$ cat config.mk
export PLATFORM = sky130hd
export DESIGN_NAME = registro_estados_sat
export DESIGN_NICKNAME = d
export VERILOG_FILES = /design/src/rtl/registro_estados_sat.sv
export SDC_FILE = /design/constraint.sdc
export NUM_CORES = 1
export LEC_CHECK = 0
export BUFFER_PORTS_ARGS = -buffer_cell sky130_fd_sc_hd__buf_2
export CAP_MARGIN = 15
export CORE_MARGIN = 4
export CORE_UTILIZATION = 30
export DETAILED_ROUTE_END_ITERATION = 8
export GPL_TIMING_DRIVEN = 0
export MAX_ROUTING_LAYER = met4
export PLACE_DENSITY = 0.49
export SYNTH_ARGS = -nofsm -noshare
export SYNTH_HDL_FRONTEND = slang
export SYNTH_SLANG_ARGS = --single-unit
$ cat constraint.sdc
create_clock -name clk -period 2.3 [get_ports clk]
set_input_delay 0.345 -clock clk [delete_from_list [all_inputs] [get_ports clk]]
set_output_delay 0.345 -clock clk [all_outputs]
set_load 0.01 [all_outputs]
$ cat src/rtl/registro_estados_sat.sv
// registro_estados_sat: bank of 2**BIT_ADDR saturating status channels.
// Each channel has per-channel up/down requests and an optional periodic
// global decay. An ALIVE/DEAD FSM is driven by one critical channel.
// Optional feature macro: STATE_DECAY_EN (decay counter, decay term and
// decay_pulse). Without it the decay term is 0 and decay_pulse is tied low.
//
// Request semantics: UpState/DownState are level requests. They are
// sampled on every rising clk edge while the FSM is ALIVE and apply to the
// channel addressed by `state`. There is no handshake or back-pressure, and
// a request held high for N edges is applied N times.
module registro_estados_sat #(
  parameter int BIT_ADDR     = 3,
  parameter int BIT_DATO     = 3,
  parameter int VAL_MIN      = 1,
  parameter int VAL_MAX      = 5,
  parameter logic [(2**BIT_ADDR)*BIT_DATO-1:0] INIT_VALS = 24'o00052213,
  parameter int CRIT_CH      = 4,
  parameter int DECAY_CYCLES = 16
) (
  input  logic                clk,
  input  logic                rst,
  input  logic [BIT_ADDR-1:0] state,
  input  logic                UpState,
  input  logic                DownState,
  input  logic                revive,
  output logic [BIT_DATO-1:0] stateValue,
  output logic                dead,
  output logic                decay_pulse
);

  localparam int NREG = 2**BIT_ADDR;
  localparam int SW   = BIT_DATO + 2;

  localparam logic [BIT_DATO-1:0] MIN_U = BIT_DATO'(VAL_MIN);
  localparam logic [BIT_DATO-1:0] MAX_U = BIT_DATO'(VAL_MAX);
  localparam logic signed [SW-1:0] MIN_S = SW'(VAL_MIN);
  localparam logic signed [SW-1:0] MAX_S = SW'(VAL_MAX);

  typedef enum logic {ALIVE = 1'b0, DEAD = 1'b1} fsm_t;

  fsm_t                fsm_q;
  logic [BIT_DATO-1:0] regs   [NREG];
  logic [BIT_DATO-1:0] next_v [NREG];
  logic                decay_step;
  logic                kill;

  // The critical channel sitting at the floor ends the ALIVE phase.
  assign kill = (fsm_q == ALIVE) && (regs[CRIT_CH] == MIN_U);

  assign stateValue = regs[state];

`ifdef STATE_DECAY_EN
  localparam int CW = (DECAY_CYCLES > 2) ? $clog2(DECAY_CYCLES) : 1;
  logic [CW-1:0] cnt_q;

  assign decay_step = (cnt_q == CW'(DECAY_CYCLES - 1));

  // Decay period counter. It runs only while ALIVE and is cleared on death,
  // in DEAD and on revive. The pulse marks the edge where the step was applied.
  always_ff @(posedge clk or posedge rst) begin
    if (rst) begin
      cnt_q       <= '0;
      decay_pulse <= 1'b0;
    end else if (fsm_q == ALIVE && !kill) begin
      cnt_q       <= decay_step ? '0 : cnt_q + 1'b1;
      decay_pulse <= decay_step;
    end else begin
      cnt_q       <= '0;
      decay_pulse <= 1'b0;
    end
  end
`else
  assign decay_step  = 1'b0;
  assign decay_pulse = 1'b0;
`endif

  // Next value per channel: a signed sum with a margin of 2 bits, then a clamp.
  // Channels outside [VAL_MIN, VAL_MAX] are inactive and keep their value.
  always_comb begin
    logic signed [SW-1:0] sum;
    for (int i = 0; i < NREG; i++) begin
      next_v[i] = regs[i];
      sum       = $signed({2'b00, regs[i]});
      if (regs[i] >= MIN_U && regs[i] <= MAX_U) begin
        if (UpState && state == BIT_ADDR'(i))   sum = sum + SW'(1);
        if (DownState && state == BIT_ADDR'(i)) sum = sum - SW'(1);
        if (decay_step)                         sum = sum - SW'(1);
        if (sum < MIN_S)      next_v[i] = MIN_U;
        else if (sum > MAX_S) next_v[i] = MAX_U;
        else                  next_v[i] = BIT_DATO'(sum);
      end
    end
  end

  // ALIVE/DEAD FSM together with the channel registers and the registered dead flag.
  always_ff @(posedge clk or posedge rst) begin
    if (rst) begin
      fsm_q <= ALIVE;
      dead  <= 1'b0;
      for (int i = 0; i < NREG; i++) regs[i] <= INIT_VALS[i*BIT_DATO +: BIT_DATO];
    end else begin
      case (fsm_q)
        ALIVE: begin
          if (kill) begin
            // Pending up/down/decay requests are discarded on the killing edge.
            fsm_q <= DEAD;
            dead  <= 1'b1;
            for (int i = 0; i < NREG; i++) regs[i] <= '0;
          end else begin
            for (int i = 0; i < NREG; i++) regs[i] <= next_v[i];
          end
        end
        DEAD: begin
          if (revive) begin
            fsm_q <= ALIVE;
            dead  <= 1'b0;
            for (int i = 0; i < NREG; i++) regs[i] <= INIT_VALS[i*BIT_DATO +: BIT_DATO];
          end
        end
        default: begin
          fsm_q <= ALIVE;
          dead  <= 1'b0;
        end
      endcase
    end
  end

endmodule
; ---- Word level (Yosys, flattened, before mapping)
; Index checks and enable logic that the tools add are counted.
[classes]
order_cmp = 33
add_sub_neg = 16
muxes = 68
reduce_logical = 35
eq_ne = 18
bitwise_logic = 2
[ops]
columns = cell, count
row1 = two-way mux 5 bit, 24
row2 = two-way mux 3 bit, 26
row3 = two-way mux 24 bit, 2
row4 = case mux 24 bit (2 select lines), 1
row5 = "> comparator 5 x 4 -> 1 bit, second input constant", 8
row6 = "less-than comparator 5 x 2 -> 1 bit, second input constant", 8
row7 = "subtractor 5 x 2 -> 5 bit, second input constant", 8
row8 = "adder 3 x 1 -> 4 bit, second input constant", 8
row9 = two-way mux 4 bit, 8
row10 = logical AND 1 bit, 25
row11 = "greater-or-equal comparator 3 x 1 -> 1 bit, second input constant", 8
row12 = "less-or-equal comparator 3 bit, second input constant", 8
row13 = "inequality test 3 x 2 -> 1 bit, second input constant", 8
row14 = AND reduction 2 bit, 9
row15 = "== test 3 bit, second input constant", 4
row16 = binary-select mux 3 bit (select 3 bit), 1
row17 = "== test 3 x 1 -> 1 bit, second input constant", 2
row18 = "== test 3 x 2 -> 1 bit, second input constant", 2
row19 = "greater-or-equal comparator 4 bit, second input constant", 1
row20 = two-way mux 1 bit, 4
row21 = "inequality test 2 bit, second input constant", 2
row22 = NOT 3 -> 4 bit, 1
row23 = case mux 1 bit (2 select lines), 2
row24 = zero test 3 bit, 1
row25 = NOT 1 bit, 1
[word_totals]
reg_bits = 26
inputBits = 8

; ---- Depth between registers and ports, before layout
[depth]
ltp_word = 13
mapped_depth = 10
ltp_nobuf = 8

; ---- Worst setup path before layout
; No wires, ideal clock.
[synth_path]
path_type = flip-flop to flip-flop
from = register regs[13] in the netlist's numbering
to = register regs[12] in the netlist's numbering
setup_slack_ns = 0.034
setup_time_ns = 0.125
path_buffers = 2
t_arrival_ns = 2.141
path_stages_with_launch = 11
synth_period_minus_slack_ns = 2.266
path_cell_list = dfstp_2 clkbuf_1 inv_1 ha_1 clkbuf_1 and3b_1 nor3_1 a21o_1 a31oi_1 o32ai_1 nor2_1
[synth_between]
elab_chain_cells = 12
word_cells_on_any_way = 18
[synth_lines]
columns = item, line
row1 = "start, declared", 42  ; logic [BIT_DATO-1:0] regs [NREG];
row2 = adder 3 x 1 -> 4 bit, 85  ; if (UpState && state == BIT_ADDR'(i)) sum = sum + SW'(1);
row3 = two-way mux 4 bit, 85
row4 = two-way mux 5 bit, 84  ; if (regs[i] >= MIN_U && regs[i] <= MAX_U) begin
row5 = subtractor 5 x 2 -> 5 bit, 86  ; if (DownState && state == BIT_ADDR'(i)) sum = sum - SW'(1);
row6 = two-way mux 5 bit, 86
row7 = two-way mux 5 bit, 84
row8 = > comparator 5 x 4 -> 1 bit, 89  ; else if (sum > MAX_S) next_v[i] = MAX_U;
row9 = two-way mux 3 bit, 89
row10 = two-way mux 3 bit, 88  ; if (sum < MIN_S) next_v[i] = MIN_U;
row11 = two-way mux 3 bit, 84
row12 = two-way mux 24 bit, 104  ; if (kill) begin
row13 = case mux 24 bit (2 select lines), 102  ; case (fsm_q)
; Several ways; a longest one is shown, not always the timed one. The select of a mux whose other input is x is not followed.
; A chain may end at the register's enable or synchronous reset.

; ---- Final worst setup path
[layout_path]
from = register regs[15] in the netlist's numbering
to = output port stateValue[0]
[layout_between]
elab_chain_cells = 3
[layout_lines]
columns = item, line
row1 = binary-select mux 3 bit (select 3 bit), 50  ; assign stateValue = regs[state];
row2 = two-way mux 3 bit (implied by the code) (2 in a row), 50
row3 = "end, declared", 26  ; output logic [BIT_DATO-1:0] stateValue,
; Every way passes these cells. The select of a mux whose other input is x is not followed.

==> summary.txt <==
STA
  • Hold WS: 0.1495 ns
  • Max Clock Skew: 0.007486 ns
  • Tmin final: 2.248 ns
  • Final setup fails: 0
  • Final worst slack: 0.05229 ns
  • Worst slew pin tran: 0.6611 ns
  • Max Slew Vio Count: 0
  • Slew Limit Headroom: 55.88%
  • Tcrit/Tclk final: 97.73%
  • Max frequency: 0.4449 GHz
  • Endpoints failing hold: 0
  • RSZ-0062 raised after global routing: true

Power and ir drop
  • Pwr dens: 989.9 nW/µm²
  • Net Switching: 2137 µW
  • Net Sw Frac: 50.62%
  • Max VDD drop: 0.0003286 V
  • Share of total power in the clock network: 11.2%
  • Internal: 2084 µW
  • Leakage: 0.001656 µW
  • Combinational power share: 68.7%
  • Reg power frac: 20.1%

Flow run
  • Max Cap Viol: 0

Layout
  • Layout Nets: 533
  • ANT cells: 0
  • Area Growth Syn to Fin: 11.85%
  • Filler cells: 1322
  • Share of layout cells above drive strength 1: 17.91%

Clock tree
  • H-Tree Depth: 1
  • Clk Latency, worst-skew pair: 0.28 ns
  • CTS Sinks: 26
  • Root Buffer: clkbuf_16
  • Clk slew on worst S/H paths: 0.08 ns
  • Max Root-Sink Buffers: 2
  • Total CTS buffers: 3
  • CTS tree: done

Setup path
  • CP Max Fanout: 10
  • WP data arrival: 1.90 ns
  • Worst path max stage delay: 0.48 ns
  • Crit Path Class: reg2out
  • Buf+Inv Stages, Crit Path: 2
  • CP Data Required Time: 1.96 ns
  • CP Launch Type: flip-flop
  • CP Capture Type: output port
  • CP delay by family, top: multiplexers
  • Cell-by-cell trace of the critical path: buf_2 -> mux4_2 -> mux2_2 -> buf_2
  • CP max stage cell: dfrtp_1
  • Most used cell, CP: buf_2

Logic synthesis
  • Dominant synthesized flop cell: dfrtp_1
  • Sequential element share of the synthesized area: 17.30%
  • Post-synth EDFFs: 0
  • Synth cell types: 78
  • Cells after Synth: 497
  • Mean Syn Cell Area: 7.671 µm²
  • YS warnings: 0
  • Synth Register Bits: 26
  • Top cells by area, synth: dfrtp_1 12%, a21oi_1 5.6%, ha_1 5.3%
  • Fraction of registers with async set/reset: 100.0%
  • Synth top area share: 12.47%
  • Synth area leader: dfrtp_1
  • Cell Area, Synth: 3812 µm²
  • Syn_nets: 521

Placed design
  • Dpl ws: -0.3871 ns
  • PortBufs: 11
  • DP Wirelength: 8.404 mm
  • Gpl congestion: 0.9076

Detailed routing
  • DR WL/cell: 17.13 µm
  • Number of routed nets with antenna violations: 0
  • Initial detailed-routing violation count: 286
  • Post-route DRC: 0
  • First-pass iteration count of the detailed router: 4
  • Via count: 3852
  • Total Wirelength: 11.58 mm
  • DR vias/cell: 5.698

Die
  • Initial cell density of the core: 31.22%
  • Die area: 14580 µm²
  • I/O pins: 13
  • Core region area: 12210 µm²
  • Die X: 120.7 µm
  • # rows: 40
  • Die H: 120.7 µm

Status
  • Status: finished, final reports clean

Global routing
  • Initial antenna violation count: 0
  • First-pass GRT wire length: 19.20 mm
  • Overflow after GRT: 0
  • All-Layer GR Usage: 16.60%
  • Largest net degree at the start of global routing: 20
  • Vias in the first global route: 3648

Min path
  • Worst Hold Class: in2async
power by group through the flow:
| stage | Sequential [µW] | Clock, µW | Combinational, µW |
|---|---|---|---|
| global route | 878 | 503 | 3210 |
| finish | 849 | 472 | 2900 |
| floorplan | 768 | 0 | 2100 |
| global placement | 822 | 0 | 2700 |
| CTS | 840 | 488 | 2820 |
| detailed placement | 825 | 0 | 2730 |
layout by cell type, fill, tap and decap left out, types with 13 or more instances in the layout:
cell | Yosys | routed
inv_1 | 20 | 20
nand2_1 | 37 | 37
a21oi_1 | 43 | 42
buf_2 | 13 | 24
xor2_1 | 15 | 15
nand3_1 | 18 | 18
ha_1 | 16 | 13
dfrtp_1 | 19 | 18
o21ai_0 | 32 | 31
xnor2_1 | 14 | 14
nor2_1 | 40 | 39
nor3_1 | 24 | 24
synthesized netlist by cell type, types with 3 or more instances:
cell type,count
a21oi_1,43
nor2_1,40
nand2_1,37
o21ai_0,32
nor3_1,24
clkbuf_1,23
inv_1,20
dfrtp_1,19
nand3_1,18
ha_1,16
xor2_1,15
xnor2_1,14
buf_2,13
o31ai_1,8
a211oi_1,7
a31oi_1,7
dfstp_2,7
nand2b_1,7
buf_4,6
mux4_2,6
nand4b_1,6
o21ai_1,6
o22ai_1,6
a221oi_1,5
mux2_2,5
nor3b_1,5
o211ai_1,5
or3_1,5
a21o_1,4
a311oi_1,4
and3_1,4
and4b_1,4
and2_1,3
and3b_1,3
clkbuf_8,3
nand4_1,3
nand4bb_1,3
o32ai_1,3
final cells by class:
class / count / area [µm²] / share of cell area, %
Timing Repair Buffer: 13 / 90.09 / 2.113
Inverter: 20 / 75.07 / 1.761
Sequential cell: 26 / 660.6 / 15.49
Tap cell: 168 / 210.2 / 4.930
Clock buffer: 4 / 88.84 / 2.083
Buffer: 44 / 310.3 / 7.277
Multi-Input combinational cell: 401 / 2829 / 66.34
state kept, by name, summed over array words and instances, names as in the netlist:
register,flops
regs,24
dead,1
fsm_q,1
final timing paths:
kind / startpoint / endpoint / slack [ns] / cells after the start
max: regs[15] / stateValue[0] / 0.05 / 4
min: rst / regs[12] / 0.15 / 2
max reg2reg: regs[13] / regs[12] / 0.08 / 9
min reg2reg: dead / dead / 0.51 / 2
max in group asynchronous: rst / regs[18] / 1.56 / 3
min in group clk: revive / regs[21] / 0.36 / 3
cells by family (layout without fill, tap and decap cells):
logic type | Yosys count | after routing | share of synthesized area, %
xor gates and xnor gates | 30 | 30 | 7.089
adders and majority gates | 16 | 16 | 5.251
DFF | 26 | 26 | 17.30
buffers and inverters | 70 | 81 | 9.780
other | 1 | 1 | 0.09836
muxes | 12 | 12 | 5.284
AOI/OAI and AO/OA | 162 | 162 | 28.29
and+or+nand+nor | 180 | 180 | 26.91
metrics by stage:
step           total power (µW)   TNS, ns  cells  util (%)  cell area (µm²)
2_1_floorplan              2865         0    497         -             3812
3_3_place_gp               3525    -3.777    676     33.39             4078
3_5_place_dp               3554    -4.047    677     33.62             4105
4_1_cts                    4150         0    678     34.74             4243
5_1_grt                    4593  -0.05174    676     34.92             4264
6_report                   4221         0    676     34.92             4264
repair_timing:
item | in CTS | in global routing
setup endpoints to repair | 21 | 16
buffers inserted | 1 | 0
hold buffers | 0 | 0
resized for setup | 21 | 21
pin swaps | 0 | 0
layer usage:
layer  global-route usage, %  wire [µm]  up-vias
li1                        -          -     1876
met1                   22.82       5630     1876
met2                   26.41       5340       94
met3                   2.666        499        6
met4                   2.479        107        0
met5                       -          0        -
(Power assumes the default switching activity.)
